**config.mk**
```make
export PLATFORM = sky130hd
export DESIGN_NAME = fccc_ngmux_ctrl_flat
export DESIGN_NICKNAME = d
export VERILOG_FILES = /design/src/rtl/fccc_ngmux_pkg.sv /design/src/rtl/fccc_ngmux_ctrl_if.sv /design/src/rtl/fccc_ngmux_chan.sv /design/src/rtl/fccc_ngmux_ctrl.sv /design/src/flat_wrapper.sv
export SDC_FILE = /design/constraint.sdc
export NUM_CORES = 1
export LEC_CHECK = 0
export BUFFER_PORTS_ARGS = -buffer_cell sky130_fd_sc_hd__buf_2
export CAP_MARGIN = 25
export CORE_UTILIZATION = 40
export DETAILED_ROUTE_END_ITERATION = 6
export SLEW_MARGIN = 20
export SYNTH_ARGS = -nofsm -noshare
export SYNTH_HDL_FRONTEND = slang
export SYNTH_SLANG_ARGS = --single-unit
```
**constraint.sdc**
```tcl
create_clock -name clk -period 5.8 [get_ports clk]
set_input_delay 0.58 -clock clk [delete_from_list [all_inputs] [get_ports clk]]
set_output_delay 0.58 -clock clk [all_outputs]
set_load 0.005 [all_outputs]
```
**src/rtl/fccc_ngmux_pkg.sv**
```systemverilog
// Shared types and constants for the FCCC NGMUX switch controller.
// Latency: n/a (declarations only).
// Backpressure: n/a.
package fccc_ngmux_pkg;

    localparam int CNT_W             = 8;
    localparam int HOLD_CYC_DEF      = 4;
    localparam int SETTLE_CYC_DEF    = 8;
    localparam int ARST_CYC_DEF      = 4;
    localparam int LOCK_FILT_CYC_DEF = 64;

    typedef enum logic [2:0] {
        IDLE    = 3'd0,
        HOLD    = 3'd1,
        SWITCH  = 3'd2,
        RELEASE = 3'd3,
        ARST    = 3'd4
    } ngmux_state_t;

    // Counters count down to zero, so an N-cycle state loads N-1 on entry.
    function automatic logic [CNT_W-1:0] cnt_load(input int unsigned n);
        return CNT_W'(n - 1);
    endfunction

endpackage

```
**src/rtl/fccc_ngmux_ctrl_if.sv**
```systemverilog
// Request/acknowledge and NGMUX control bundle of the FCCC NGMUX controller.
// Latency: n/a (wiring only).
// Backpressure: level request held by master until the one-cycle sw_ack.
interface fccc_ngmux_ctrl_if;

    logic       lock;
    logic [1:0] sw_req;
    logic [1:0] sw_sel;
    logic [1:0] sw_ack;
    logic [1:0] busy;
    logic       lock_ok;
    logic       ngmux0_sel;
    logic       ngmux0_hold_n;
    logic       ngmux0_arst_n;
    logic       ngmux1_sel;
    logic       ngmux1_hold_n;
    logic       ngmux1_arst_n;

    modport master (
        output lock, sw_req, sw_sel,
        input  sw_ack, busy, lock_ok,
        input  ngmux0_sel, ngmux0_hold_n, ngmux0_arst_n,
        input  ngmux1_sel, ngmux1_hold_n, ngmux1_arst_n
    );

    modport slave (
        input  lock, sw_req, sw_sel,
        output sw_ack, busy, lock_ok,
        output ngmux0_sel, ngmux0_hold_n, ngmux0_arst_n,
        output ngmux1_sel, ngmux1_hold_n, ngmux1_arst_n
    );

endinterface

```
**src/rtl/fccc_ngmux_chan.sv**
```systemverilog
// One NGMUX channel: hold -> switch select -> settle -> release, with lock-loss reset.
// Latency: sw_ack 1 cycle after accept if already selected, else 1+HOLD_CYC+SETTLE_CYC.
// Backpressure: requests only accepted in IDLE with lock_ok high; otherwise left pending.
module fccc_ngmux_chan
    import fccc_ngmux_pkg::*;
#(
    parameter int HOLD_CYC   = HOLD_CYC_DEF,
    parameter int SETTLE_CYC = SETTLE_CYC_DEF,
    parameter int ARST_CYC   = ARST_CYC_DEF
) (
    input  logic clk,
    input  logic rst,
    input  logic lock_ok,
    input  logic lock_fall,
    input  logic sw_req,
    input  logic sw_sel,
    output logic sw_ack,
    output logic busy,
    output logic sel,
    output logic hold_n,
    output logic arst_n
);

    ngmux_state_t     state, state_nxt;
    logic [CNT_W-1:0] cnt, cnt_nxt;
    logic             sel_q, sel_nxt;
    logic             ack_q, ack_nxt;

    // Next-state logic; lock loss pre-empts whatever the FSM would otherwise do.
    always_comb begin
        state_nxt = state;
        cnt_nxt   = cnt;
        sel_nxt   = sel_q;
        ack_nxt   = 1'b0;
        if (lock_fall) begin
            state_nxt = ARST;
            cnt_nxt   = cnt_load(ARST_CYC);
            sel_nxt   = 1'b0;
        end else begin
            case (state)
                IDLE: begin
                    // ack_q blocks re-acceptance of a request still high in its ack cycle.
                    if (sw_req && lock_ok && !ack_q) begin
                        if (sw_sel == sel_q) begin
                            ack_nxt = 1'b1;
                        end else begin
                            state_nxt = HOLD;
                            cnt_nxt   = cnt_load(HOLD_CYC);
                        end
                    end
                end
                HOLD: begin
                    if (cnt == '0) begin
                        state_nxt = SWITCH;
                        cnt_nxt   = cnt_load(SETTLE_CYC);
                        // A switch only starts when the target differs, so it is ~sel.
                        sel_nxt   = ~sel_q;
                    end else begin
                        cnt_nxt = cnt - CNT_W'(1);
                    end
                end
                SWITCH: begin
                    if (cnt == '0) begin
                        state_nxt = RELEASE;
                        ack_nxt   = 1'b1;
                    end else begin
                        cnt_nxt = cnt - CNT_W'(1);
                    end
                end
                RELEASE: begin
                    state_nxt = IDLE;
                end
                ARST: begin
                    if (cnt == '0) begin
                        state_nxt = IDLE;
                    end else begin
                        cnt_nxt = cnt - CNT_W'(1);
                    end
                end
                default: begin
                    state_nxt = IDLE;
                    cnt_nxt   = '0;
                end
            endcase
        end
    end

    // State, counter, select and acknowledge registers.
    always_ff @(posedge clk or posedge rst) begin
        if (rst) begin
            state <= IDLE;
            cnt   <= '0;
            sel_q <= 1'b0;
            ack_q <= 1'b0;
        end else begin
            state <= state_nxt;
            cnt   <= cnt_nxt;
            sel_q <= sel_nxt;
            ack_q <= ack_nxt;
        end
    end

    assign sw_ack = ack_q;
    assign busy   = (state != IDLE);
    assign sel    = sel_q;
    assign hold_n = !((state == HOLD) || (state == SWITCH));
    // Reset drives the NGMUX reset directly so it asserts without waiting for a clock.
    assign arst_n = !rst && (state != ARST);

endmodule

```
**src/rtl/fccc_ngmux_ctrl.sv**
```systemverilog
// Two-channel FCCC NGMUX switch controller with synchronised (optionally filtered) PLL lock.
// Latency: lock_ok 2 cycles after lock (+LOCK_FILT_CYC with FCCC_NGMUX_LOCK_FILT_EN); see channel.
// Backpressure: per-channel level request held until sw_ack; ignored while lock_ok is low.
module fccc_ngmux_ctrl
    import fccc_ngmux_pkg::*;
#(
    parameter int HOLD_CYC      = HOLD_CYC_DEF,
    parameter int SETTLE_CYC    = SETTLE_CYC_DEF,
    parameter int ARST_CYC      = ARST_CYC_DEF,
    parameter int LOCK_FILT_CYC = LOCK_FILT_CYC_DEF
) (
    input  logic               clk,
    input  logic               rst,
    fccc_ngmux_ctrl_if.slave   bus
);

    logic lock_s1, lock_s2;
    logic lock_ok, lock_ok_d, lock_fall;
    logic ack0, ack1, busy0, busy1;

    // Two-flop synchroniser for the asynchronous PLL lock.
    always_ff @(posedge clk or posedge rst) begin
        if (rst) begin
            lock_s1 <= 1'b0;
            lock_s2 <= 1'b0;
        end else begin
            lock_s1 <= bus.lock;
            lock_s2 <= lock_s1;
        end
    end

`ifdef FCCC_NGMUX_LOCK_FILT_EN
    logic [CNT_W-1:0] filt_cnt;
    logic             filt_ok;

    // Count consecutive high samples; any low sample restarts the count.
    always_ff @(posedge clk or posedge rst) begin
        if (rst) begin
            filt_cnt <= '0;
            filt_ok  <= 1'b0;
        end else if (!lock_s2) begin
            filt_cnt <= '0;
            filt_ok  <= 1'b0;
        end else if (filt_cnt == cnt_load(LOCK_FILT_CYC)) begin
            filt_ok <= 1'b1;
        end else begin
            filt_cnt <= filt_cnt + CNT_W'(1);
        end
    end

    // Drop immediately on a low sample rather than one cycle later.
    assign lock_ok = filt_ok & lock_s2;
`else
    assign lock_ok = lock_s2;

    // The filter length has no effect in this build.
    logic [CNT_W-1:0] unused_filt_cyc;
    assign unused_filt_cyc = CNT_W'(LOCK_FILT_CYC);
`endif

    // Delayed lock_ok for falling-edge detection.
    always_ff @(posedge clk or posedge rst) begin
        if (rst) begin
            lock_ok_d <= 1'b0;
        end else begin
            lock_ok_d <= lock_ok;
        end
    end

    assign lock_fall   = lock_ok_d & ~lock_ok;
    assign bus.lock_ok = lock_ok;

    fccc_ngmux_chan #(
        .HOLD_CYC   (HOLD_CYC),
        .SETTLE_CYC (SETTLE_CYC),
        .ARST_CYC   (ARST_CYC)
    ) u_chan0 (
        .clk       (clk),
        .rst       (rst),
        .lock_ok   (lock_ok),
        .lock_fall (lock_fall),
        .sw_req    (bus.sw_req[0]),
        .sw_sel    (bus.sw_sel[0]),
        .sw_ack    (ack0),
        .busy      (busy0),
        .sel       (bus.ngmux0_sel),
        .hold_n    (bus.ngmux0_hold_n),
        .arst_n    (bus.ngmux0_arst_n)
    );

    fccc_ngmux_chan #(
        .HOLD_CYC   (HOLD_CYC),
        .SETTLE_CYC (SETTLE_CYC),
        .ARST_CYC   (ARST_CYC)
    ) u_chan1 (
        .clk       (clk),
        .rst       (rst),
        .lock_ok   (lock_ok),
        .lock_fall (lock_fall),
        .sw_req    (bus.sw_req[1]),
        .sw_sel    (bus.sw_sel[1]),
        .sw_ack    (ack1),
        .busy      (busy1),
        .sel       (bus.ngmux1_sel),
        .hold_n    (bus.ngmux1_hold_n),
        .arst_n    (bus.ngmux1_arst_n)
    );

    assign bus.sw_ack = {ack1, ack0};
    assign bus.busy   = {busy1, busy0};

endmodule

```
**src/flat_wrapper.sv**
```systemverilog
// flat-port wrapper written by rule: the top's interface ports become plain ports
module fccc_ngmux_ctrl_flat import fccc_ngmux_pkg::*;
#(
    parameter int HOLD_CYC      = HOLD_CYC_DEF,
    parameter int SETTLE_CYC    = SETTLE_CYC_DEF,
    parameter int ARST_CYC      = ARST_CYC_DEF,
    parameter int LOCK_FILT_CYC = LOCK_FILT_CYC_DEF
)
  (clk, rst, bus_lock, bus_sw_req, bus_sw_sel, bus_sw_ack, bus_busy, bus_lock_ok, bus_ngmux0_sel, bus_ngmux0_hold_n, bus_ngmux0_arst_n, bus_ngmux1_sel, bus_ngmux1_hold_n, bus_ngmux1_arst_n);
  fccc_ngmux_ctrl_if bus_i ();
  input  logic clk;
  input  logic rst;
  input wire logic [$bits(bus_i.lock)-1:0] bus_lock;
  input wire logic [$bits(bus_i.sw_req)-1:0] bus_sw_req;
  input wire logic [$bits(bus_i.sw_sel)-1:0] bus_sw_sel;
  output wire logic [$bits(bus_i.sw_ack)-1:0] bus_sw_ack;
  output wire logic [$bits(bus_i.busy)-1:0] bus_busy;
  output wire logic [$bits(bus_i.lock_ok)-1:0] bus_lock_ok;
  output wire logic [$bits(bus_i.ngmux0_sel)-1:0] bus_ngmux0_sel;
  output wire logic [$bits(bus_i.ngmux0_hold_n)-1:0] bus_ngmux0_hold_n;
  output wire logic [$bits(bus_i.ngmux0_arst_n)-1:0] bus_ngmux0_arst_n;
  output wire logic [$bits(bus_i.ngmux1_sel)-1:0] bus_ngmux1_sel;
  output wire logic [$bits(bus_i.ngmux1_hold_n)-1:0] bus_ngmux1_hold_n;
  output wire logic [$bits(bus_i.ngmux1_arst_n)-1:0] bus_ngmux1_arst_n;
  assign bus_i.lock = bus_lock;
  assign bus_i.sw_req = bus_sw_req;
  assign bus_i.sw_sel = bus_sw_sel;
  assign bus_sw_ack = bus_i.sw_ack;
  assign bus_busy = bus_i.busy;
  assign bus_lock_ok = bus_i.lock_ok;
  assign bus_ngmux0_sel = bus_i.ngmux0_sel;
  assign bus_ngmux0_hold_n = bus_i.ngmux0_hold_n;
  assign bus_ngmux0_arst_n = bus_i.ngmux0_arst_n;
  assign bus_ngmux1_sel = bus_i.ngmux1_sel;
  assign bus_ngmux1_hold_n = bus_i.ngmux1_hold_n;
  assign bus_ngmux1_arst_n = bus_i.ngmux1_arst_n;
  fccc_ngmux_ctrl #(.HOLD_CYC(HOLD_CYC), .SETTLE_CYC(SETTLE_CYC), .ARST_CYC(ARST_CYC), .LOCK_FILT_CYC(LOCK_FILT_CYC)) u_core (.clk(clk), .rst(rst), .bus(bus_i));
endmodule
```
# Word-level counts from Yosys, hierarchy flattened
# Index checks and enable logic that the tools add are counted.
totals:
  inputBits: 7
  output_inout_bits: 11
  register_bits: 29
  word_cells: 116
op_classes:
  n_eq_ne: 26
  n_mux: 42
  reduce_logical: 31
  bitwise: 4
  n_addsub: 2
ops:
  columns: ["operator", "n"]
  rows:
  - ["$mux 8", 10]
  - ["$pmux 8 s4", 2]
  - ["$mux 3", 12]
  - ["$ne 3x2->1 const B", 12]
  - ["$pmux 3 s4", 2]
  - ["$logic_not 8->1", 2]
  - ["$sub 8x1->8 const B", 2]
  - ["$mux 1", 14]
  - ["$eq 3x2->1 const B", 4]
  - ["$reduce_and 5->1", 2]
  - ["$reduce_and 4->1", 2]
  - ["$reduce_bool 2->1", 4]
  - ["$eq 3x1->1 const B", 2]
  - ["$eq 3x3->1 const B", 2]
  - ["$logic_and 1x1->1", 6]
  - ["$logic_not 3->1", 2]
  - ["$ne 3x3->1 const B", 2]
  - ["$reduce_bool 3->1", 2]
  - ["$logic_not 1->1", 5]
  - ["$ne 2x1->1 const B", 2]
  - ["$pmux 1 s2", 2]
  - ["$reduce_and 2->1", 2]
  - ["$reduce_or 2->1", 2]
  - ["$not 1->1", 3]
  - ["3 further kinds", 5]

# Depth between registers and ports, before layout
# Gate-level depths: netlist of the first run.
logic_depth:
  depth_word: 5
  mapped_depth: 8
  mapped_depth_nobuf: 7

# Modules after synthesis
# Synthesis of the first run repeated with hierarchy kept, for this count alone.
unflattened:
  hier_cells: 225
  hier_area_um2: 1948.1
by_module_without_submodules:
  columns: ["module", "area_each_um2", "cells_each", "instances", "seq_area_each_um2"]
  rows:
  - ["fccc_ngmux_chan at u_core.u_chan0", 923.4, 107, 1, 325.3]
  - ["fccc_ngmux_chan at u_core.u_chan1", 902.1, 109, 1, 325.3]
  - ["fccc_ngmux_ctrl", 122.6, 9, 1, 75.1]

# Least setup slack after synthesis of the first run
# OpenSTA, ideal clock, no wires.
synth_path:
  path_kind: "reg-to-reg"
  startpoint: "reg u_core.u_chan0.cnt[0]"
  endpoint: "reg u_core.u_chan0.cnt[7]"
  path_slack_ps: 3887
  stages_incl_launch_ff: 9
  arrival_ps: 1844
  n_path_buf: 1
  setup_ps: 69
  t_required_ps: 5731
  path_cell_list: "dfrtp_1 > inv_1 > ha_1 > nor4b_2 > and2_1 > buf_2 > o2bb2ai_2 > or4b_1 > nand3_1"
synth_between:
  elab_chain_cells: 4
synth_rtl:
  columns: ["element", "line", "rtl"]
  rows:
  - ["from (decl)", "fccc_ngmux_chan.sv:25", "logic [CNT_W-1:0] cnt, cnt_nxt;"]
  - ["from (signal assigned)", "fccc_ngmux_chan.sv:97", "cnt <= cnt_nxt;"]
  - ["$sub 8x1->8 / $logic_not 8->1 (equally long branches)", null, null]
  - ["$mux 8 (on tied branches)", "fccc_ngmux_chan.sv:63, fccc_ngmux_chan.sv:74, fccc_ngmux_chan.sv:53", null]
  - ["$pmux 8 s4", "fccc_ngmux_chan.sv:40", "case (state)"]
  - ["$mux 8", "fccc_ngmux_chan.sv:35", "if (lock_fall) begin"]
# Several ways; a longest one is shown, not always the timed one. The select of a mux whose other input is x is not followed.
# A chain may end at the register's enable or synchronous reset.

# Worst setup path after layout of the first run
layout_path:
  startpoint: "reg u_core.u_chan0.cnt[0]"
  endpoint: "reg u_core.u_chan0.cnt[4]"
# Same word-level chain as after synthesis.

==> metrics.yaml, run 1 <==
outcome: "complete, no violations"
cp-end-kind: "flip-flop"
grt_pass1_vias: 1409
die-area_um2: 4780
coreArea_um2: 4350
drc_errors: 0
placed_cell_area_um2: 1880
numClockSinks: 29
postCtsResizedCells: 0
timing.rr.start: "u_core.u_chan0.cnt[0]"
ios: 18
power_density_nw_per_um2: 411
netlist_area_um2: 1800
cts-root-buf: "clkbuf_8"
cp-startpoint: "u_core.u_chan0.cnt[0]"
cts_made_buffers: 5
cp_slowest_cell: "o22ai_2"
synth_edf_count: 0
via_per_inst: 5.58
design_area_um2: 1960
drt-total-wl_um: 3680
avgSynthCellArea_um2: 8.46
leakage_nw: 0.847
cp-start-kind: "flip-flop"
drive_gt1_frac: 0.161
ys_ff_latch: 29
rsz0062_at_grt: "false"
setup_tns_ps: 0
path_class: "flip-flop to flip-flop"
hpwlAfterDp_um: 2620
async_flop_share: 1.00
cap_violations: 0
initial_core_util: 0.414
cts_setup_buffers: 0
hold_viol: 0
vias: 1539
crit_required_ps: 5960
grt_max_degree: 26
setup_viol_count_final: 0
syn_to_final_growth_pct: 8.96
synthFlopType: "dfrtp_1"
synth_nets: 222
port_buffers: 17
cts_tree: "built"
nets: 232
grt_usage: 0.167
yosysWarnings: 0
path_cells: "inv_1 -> ha_1 -> nor4b_2 -> a21oi_1 -> o22ai_2 -> nand2b_1 -> o22ai_1"
post-route-period-util: 0.391
skew_ps: 6.69
die_h_um: 69.1
drt_iter0_drc: 53
dieWidth_um: 69.1
gp_congestion: 0.756
cp_data_arrival_time_ps: 2420
clock.fmax_ghz: 0.441
clk_latency_ps: 280
antenna_left: 0
regToRegSetupSlack_ps: 3530
cts.clk_slew.worst_paths_ps: 70
first_pass_iters: 4
worst_path_largest_cell_delay_ps: 500
relSlewSlack: 0.362
seq_area_frac_synth: 0.403
ys_types: 51
n_antenna_cell: 0
wl_per_cell_um: 13.3
grt_pass1_wl_um: 6460
htree_levels: 2
grt_overflow: 0
hp-class: "input port to asynchronous set/reset pin"
cts_buffer_depth: 2
synth_cells: 213
worstMarginPinSlew_ps: 955
fin_crit_ps: 2270
hold_buffers: 0
report.final.slew_viol_count: 0
placementRows: 24
antenna_found_initial: 0
ir_drop_v: 0.000181
cp_max_fo: 14
critical path, delay by kind of cell, from the launching register on:
family | cells | cell delay, ps
flip-flops | 1 | 420
AND/OR/NAND/NOR | 2 | 670
AO/OA/AOI/OAI | 3 | 730
buffers and inverters | 1 | 90
adder cells (fa/ha/maj) | 1 | 230
placed cells by master (no fill, tap or decap), drive strengths merged, types with 7 or more instances in the layout:
| cell | count |
|---|---|
| nand3 | 7 |
| o22ai | 7 |
| dfrtp | 29 |
| a21oi | 22 |
| buf | 18 |
| nor2 | 15 |
| or3 | 7 |
| nand2 | 23 |
| o21ai | 16 |
| inv | 13 |
report_power, final:
part	total [mW]	switching, mW	internal, mW	leakage [nW]
clock network	0.160	0.0766	0.0830	0.0450
logic	0.332	0.190	0.142	0.428
registers	0.315	0.0639	0.251	0.373
total	0.807	0.330	0.477	0.847
synthesized netlist by cell type (4+ instances only):
master | n | area share
o21ai_1 | 6 | 0.017
buf_2 | 6 | 0.017
clkbuf_1 | 5 | 0.010
nor2_1 | 15 | 0.031
nand2b_1 | 4 | 0.014
nand3_1 | 7 | 0.019
dfrtp_1 | 29 | 0.40
buf_4 | 4 | 0.017
nor4_1 | 4 | 0.014
xor2_1 | 4 | 0.019
inv_1 | 12 | 0.025
o21ai_0 | 10 | 0.028
nand2_1 | 23 | 0.048
a21oi_1 | 22 | 0.061
o22ai_1 | 5 | 0.017
or3_1 | 6 | 0.021
layer usage:
metal  share of wire  vias up  GRT usage
met4          0.0079        0     0.0612
met2            0.44       29      0.247
li1                -      778          -
met5               0        -          0
met3           0.034        2     0.0453
met1            0.51      730      0.233
layout make-up:
class                   instances  area [um2]
multi-input cells             156         948
clock buffers                   6        72.6
clock inverters                 2        10.0
flip-flops and latches         29         726
repair buffers                 18        92.6
well taps                      52        65.1
fillers                       416        2390
inverters                      13        48.8
through the flow:
step	hold WS [ps]	util	setup WS, ps	power [mW]	std cells
final	209	0.451	3530	0.807	276
after global routing	216	0.451	3300	0.884	276
after CTS	205	0.451	3530	0.813	276
after detailed placement	357	0.432	3550	0.652	268
after global placement	333	0.432	3550	0.650	268
after floorplan	331	-	3890	0.588	213
flip-flops by register name, summed over array words and instances, names as in the netlist:
register	cells
u_core.u_chan0.sw_ack	1
u_core.lock_s1	1
u_core.u_chan0.state	3
u_core.u_chan1.sw_ack	1
u_core.lock_ok_d	1
u_core.u_chan0.cnt	8
u_core.u_chan1.cnt	8
u_core.u_chan0.sel	1
u_core.u_chan1.state	3
u_core.u_chan1.sel	1
u_core.bus.lock_ok	1
path summary, 6_finish.rpt:
path                                         end  cells past startpoint
hold / removal             u_core.u_chan1.sw_ack                      2
hold reg to reg               u_core.bus.lock_ok                      0
max in group asynchronous  u_core.u_chan0.cnt[5]                      3
setup / recovery           u_core.u_chan0.cnt[4]                      7
min in group clk              u_core.bus.lock_ok                      0
setup reg to reg           u_core.u_chan0.cnt[4]                      7
logic make-up (layout without fill, tap and decap cells):
family | after synthesis | after routing | share of synthesized area
compound gates | 61 | 61 | 0.213
buf+inv | 28 | 39 | 0.0708
mux | 1 | 1 | 0.00556
flops | 29 | 29 | 0.403
fa+ha+maj | 2 | 2 | 0.0139
simple gates | 85 | 85 | 0.260
xor+xnor | 7 | 7 | 0.0340
No activity file was read; power rests on OpenSTA's default activity.
==> run 2: changes to the inputs <==
clock period = 2.05 ns   (was 5.8 ns; I/O delays follow)
==> run 2 against run 1 <==
Non-clock buffer count is 15 higher; power grew to 3.0 times the previous value; global-route usage is 1.0 points higher; critical path depth stayed put; sequential share of layout area is 2.7 points lower; wire length is 4.9% higher; highest routed layer unchanged.
==> metrics.yaml, run 2 (synthesis gave the netlist of run 1 again) <==
vias: 1588
grt_overflow: 0
rsz0062_at_grt: "false"
mostFrequentLayoutCells: "29 x dfrtp_1, 23 x nand2_1, 22 x a21oi_1, 17 x buf_2, 15 x nor2_1"
drt_iter0_drc: 73
min-delay-start: "bus_lock"
numClockSinks: 29
grt_pass1_wl_um: 6820
cp_data_arrival_time_ps: 2140
die_h_um: 69.1
layout.area.seq_um2: 726
cp-start-kind: "flip-flop"
crit_required_ps: 2260
die-area_um2: 4780
relSlewSlack: 0.656
timing.rr.start: "u_core.u_chan1.cnt[0]"
placementRows: 24
cp_max_fo: 7
ios: 18
hpwlAfterDp_um: 2750
multiInputGateArea_um2: 976
grt_usage: 0.177
outcome: "complete, no violations"
r2r_cells: 7
cap_violations: 0
cts_tree: "built"
report.final.slew_viol_count: 0
syn_to_final_growth_pct: 17.6
initial_core_util: 0.414
r2r_end: "u_core.u_chan1.cnt[5]"
htree_levels: 2
setup_tns_ps: 0
via_per_inst: 5.46
skew_ps: 5.47
setup_viol_count_final: 0
hold_path_depth: 1
nets: 247
coreArea_um2: 4350
regToRegSetupSlack_ps: 120
antenna_found_initial: 0
clock.fmax_ghz: 0.518
fillers: 396
worstMarginPinSlew_ps: 511
total_power_mw: 2.46
drc_errors: 0
cp-end-kind: "flip-flop"
hold_viol: 0
path_class: "flip-flop to flip-flop"
antenna_left: 0
fin_crit_ps: 1930
drive_gt1_frac: 0.213
grt_max_degree: 24
clk_latency_ps: 280
n_antenna_cell: 0
port_buffers: 17
min_to: "u_core.lock_s1"
post-route-period-util: 0.942
gp_congestion: 0.864
dieWidth_um: 69.1
first_pass_iters: 4
hp-class: "input port to flip-flop"
grt_pass1_vias: 1443
cts_made_buffers: 5
power_density_nw_per_um2: 1160
final_common_cell: "dfrtp_1"
cts.clk_slew.worst_paths_ps: 70
cts_buffer_depth: 2
wl_per_cell_um: 13.3
leakage_nw: 0.931
top_regs: "u_core.u_chan0.cnt (8), u_core.u_chan1.cnt (8)"
cts-root-buf: "clkbuf_8"
ir_drop_v: 0.000528
drt-total-wl_um: 3860
run 2: area by class of cell:
type | count | area share
Tap cell | 52 | 0.0307
Timing Repair Buffer | 33 | 0.104
Clock inverter | 2 | 0.00473
Clock buffer | 6 | 0.0343
Sequential cell | 29 | 0.343
Multi-Input combinational cell | 156 | 0.461
Inverter | 13 | 0.0230
run 2: repair_timing:
action | CTS | global route
setup buffers | 0 | 0
resized for setup | 1 | 4
hold buffers | 1 | 0
setup endpoints to repair | 1 | 15
hold endpoints to repair | 6 | 0
run 2: worst max path at each step:
stage                                startpoint               endpoint
after detailed placement  u_core.u_chan1.cnt[0]  u_core.u_chan1.cnt[1]
after global placement    u_core.u_chan1.cnt[0]  u_core.u_chan1.cnt[1]
after global routing      u_core.u_chan1.cnt[0]  u_core.u_chan1.cnt[3]
after CTS                 u_core.u_chan0.cnt[1]  u_core.u_chan0.cnt[4]
after floorplan           u_core.u_chan0.cnt[0]  u_core.u_chan0.cnt[7]
final                     u_core.u_chan1.cnt[0]  u_core.u_chan1.cnt[5]
run 2: critical path, stage by stage, from the launching register on:
cell	delay, ps
dfrtp_1	410
inv_1	60
ha_1	230
nor4b_4	160
and2_2	230
or3_1	390
or3_1	310
o21ai_1	70
run 2: report_power, final:
part	switching [mW]	internal, mW
combinational	0.584	0.517
sequential	0.182	0.711
clock	0.228	0.235
total	0.994	1.46
run 2: through the flow:
step | util | setup slack (ps) | instance area [um2] | hold WS, ps | std cells
6_report | 0.486 | 118 | 2120 | 33.5 | 291
5_1_grt | 0.486 | 21.2 | 2120 | 17.6 | 291
4_1_cts | 0.482 | 76.9 | 2100 | 25.8 | 291
3_5_place_dp | 0.459 | 0.697 | 2000 | 177 | 282
3_3_place_gp | 0.459 | 24.3 | 2000 | 176 | 282
2_1_floorplan | - | 137 | 1800 | 236 | 213
run 2: per-layer routing:
layer | track usage | vias to the layer above | part of all wire
met3 | 0.0351 | 5 | 0.038
met2 | 0.245 | 39 | 0.42
li1 | - | 805 | -
met4 | 0.0680 | 0 | 0.013
met1 | 0.269 | 739 | 0.53
met5 | 0 | - | 0
==> run 3: changes to the inputs <==
CORE_UTILIZATION = 30   (was 40)
==> run 3 against run 2 <==
Critical endpoint is now u_core.u_chan1.cnt[7]; power is 8.3% higher; critical path type unchanged; sequential power is 1% lower; first-iteration DRC count is 23% higher; combinational power is 4% higher; highest routed layer unchanged.
==> metrics.yaml, run 3 (synthesis gave the netlist of run 1 again) <==
die_h_um: 79.5
skew_ps: 7.71
total_power_mw: 2.66
final_common_cell: "dfrtp_1"
fillers: 556
ir_drop_v: 0.000439
cp_slowest_cell: "or4_4"
hold_viol: 0
placed_cell_area_um2: 2020
post-place-ws_ps: -45.3
wl_per_cell_um: 12.9
initial_core_util: 0.319
grt_overflow: 0
drive_gt1_frac: 0.227
gp_congestion: 0.850
cts_tree: "built"
die-area_um2: 6320
cts.clk_slew.worst_paths_ps: 70
cap_violations: 0
drt-total-wl_um: 4040
post-route-period-util: 0.947
cp_max_fo: 4
antenna_found_initial: 0
path_buf_inv: 1
clk_latency_ps: 280
grt_max_degree: 20
power.clock.fraction: 0.238
syn_to_final_growth_pct: 21.9
cp-startpoint: "u_core.u_chan1.cnt[0]"
power_density_nw_per_um2: 1210
path_class: "flip-flop to flip-flop"
timing.rr.start: "u_core.u_chan1.cnt[0]"
nets: 250
endpoint: "u_core.u_chan1.cnt[7]"
grt_usage: 0.144
n_antenna_cell: 0
fin_crit_ps: 1940
layout_setup_ws_ps: 109
design_area_um2: 2200
outcome: "complete, no violations"
worstMarginPinSlew_ps: 388
drc_errors: 0
cts_buffer_depth: 2
cp-end-kind: "flip-flop"
coreArea_um2: 5640
r2r_cells: 6
worst_path_largest_cell_delay_ps: 510
first_pass_iters: 4
cts-root-buf: "clkbuf_8"
port_buffers: 17
regToRegSetupSlack_ps: 110
ios: 18
cp_top_family: "simple AND/OR/NAND/NOR gates"
dieWidth_um: 79.5
via_per_inst: 5.11
grt_pass1_vias: 1455
cp_data_arrival_time_ps: 2110
cp_num_cells: 6
mostFrequentLayoutCells: "29 x dfrtp_1, 23 x nand2_1, 22 x a21oi_1, 18 x buf_4, 17 x buf_2"
grt_pass1_wl_um: 6990
hpwlAfterDp_um: 2970
crit_required_ps: 2220
r2r_end: "u_core.u_chan1.cnt[7]"
rsz0062_at_grt: "false"
p_sw_mw: 1.02
vias: 1606
cp-start-kind: "flip-flop"
path_cells: "buf_4 -> or4_4 -> or2_4 -> or3_1 -> a21oi_1 -> o21ai_1"
report.final.slew_viol_count: 0
p_sw_frac: 0.382
top_regs: "u_core.u_chan0.cnt (8), u_core.u_chan1.cnt (8)"
final_core_utilization: 0.389
numClockSinks: 29
hold_ws_ps: 27.6
drt_iter0_drc: 90
leakage_nw: 0.958
clock.fmax_ghz: 0.515
setup_viol_count_final: 0
combPwrFrac: 0.430
placementRows: 27
antenna_left: 0
hp-class: "input port to flip-flop"
intPower_mw: 1.65
cts_made_buffers: 5
p_seq_frac: 0.332
relSlewSlack: 0.735
htree_levels: 2
[run 3: changes by cell type in the layout (fill, tap and decap cells not counted), sizes merged]
cell,delta
buf,+3
bufinv,+1
clkinv,-2
clkinvlp,+1
[run 3: per-stage QoR]
step	instances	setup TNS (ps)
after floorplan	213	0
after global placement	303	0
after detailed placement	303	-187
after CTS	312	0
after global routing	314	0
final	314	0
[run 3: area by class of cell]
cell class	count	area (um2)	share of cell area
Multi-Input combinational cell	156	982	0.447
Clock buffer	6	82.6	0.0376
Sequential cell	29	726	0.330
Tap cell	72	90.1	0.0410
Clock inverter	2	37.5	0.0171
Timing Repair Buffer	36	230	0.105
Inverter	13	48.8	0.0222
[run 3: worst min-delay path by stage]
stage | start | to | slack [ps] | cells after the start
final | bus_lock | u_core.lock_s1 | 30 | 1
after global routing | bus_lock | u_core.lock_s1 | 10 | 1
after CTS | bus_lock | u_core.lock_s1 | 10 | 1
after detailed placement | rst | u_core.u_chan1.state[1] | 250 | 2
after global placement | rst | u_core.lock_ok_d | 240 | 2
after floorplan | bus_lock | u_core.lock_s1 | 240 | 0
[run 3: what timing repair did]
| action | CTS | global route |
|---|---|---|
| hold endpoints to repair | 10 | 0 |
| endpoints found under the setup margin | 5 | 17 |
| buffers inserted | 0 | 2 |
| gates resized for setup | 1 | 5 |
| pin swaps | 0 | 1 |
| hold buffers | 1 | 0 |
[run 3: metal layers]
layer	up-vias	GRT usage	wire [um]
met5	-	0	0
met4	0	0.0709	84
met3	5	0.0286	123
met2	35	0.211	1760
met1	752	0.199	2070
li1	814	-	-
[run 3: power by group through the flow]
stage	Combinational [mW]	Sequential [mW]	Clock, mW
2_1_floorplan	0.840	0.823	0
3_3_place_gp	1.06	0.873	0
3_5_place_dp	1.07	0.877	0
4_1_cts	1.09	0.872	0.650
5_1_grt	1.30	0.909	0.676
6_report	1.14	0.884	0.633
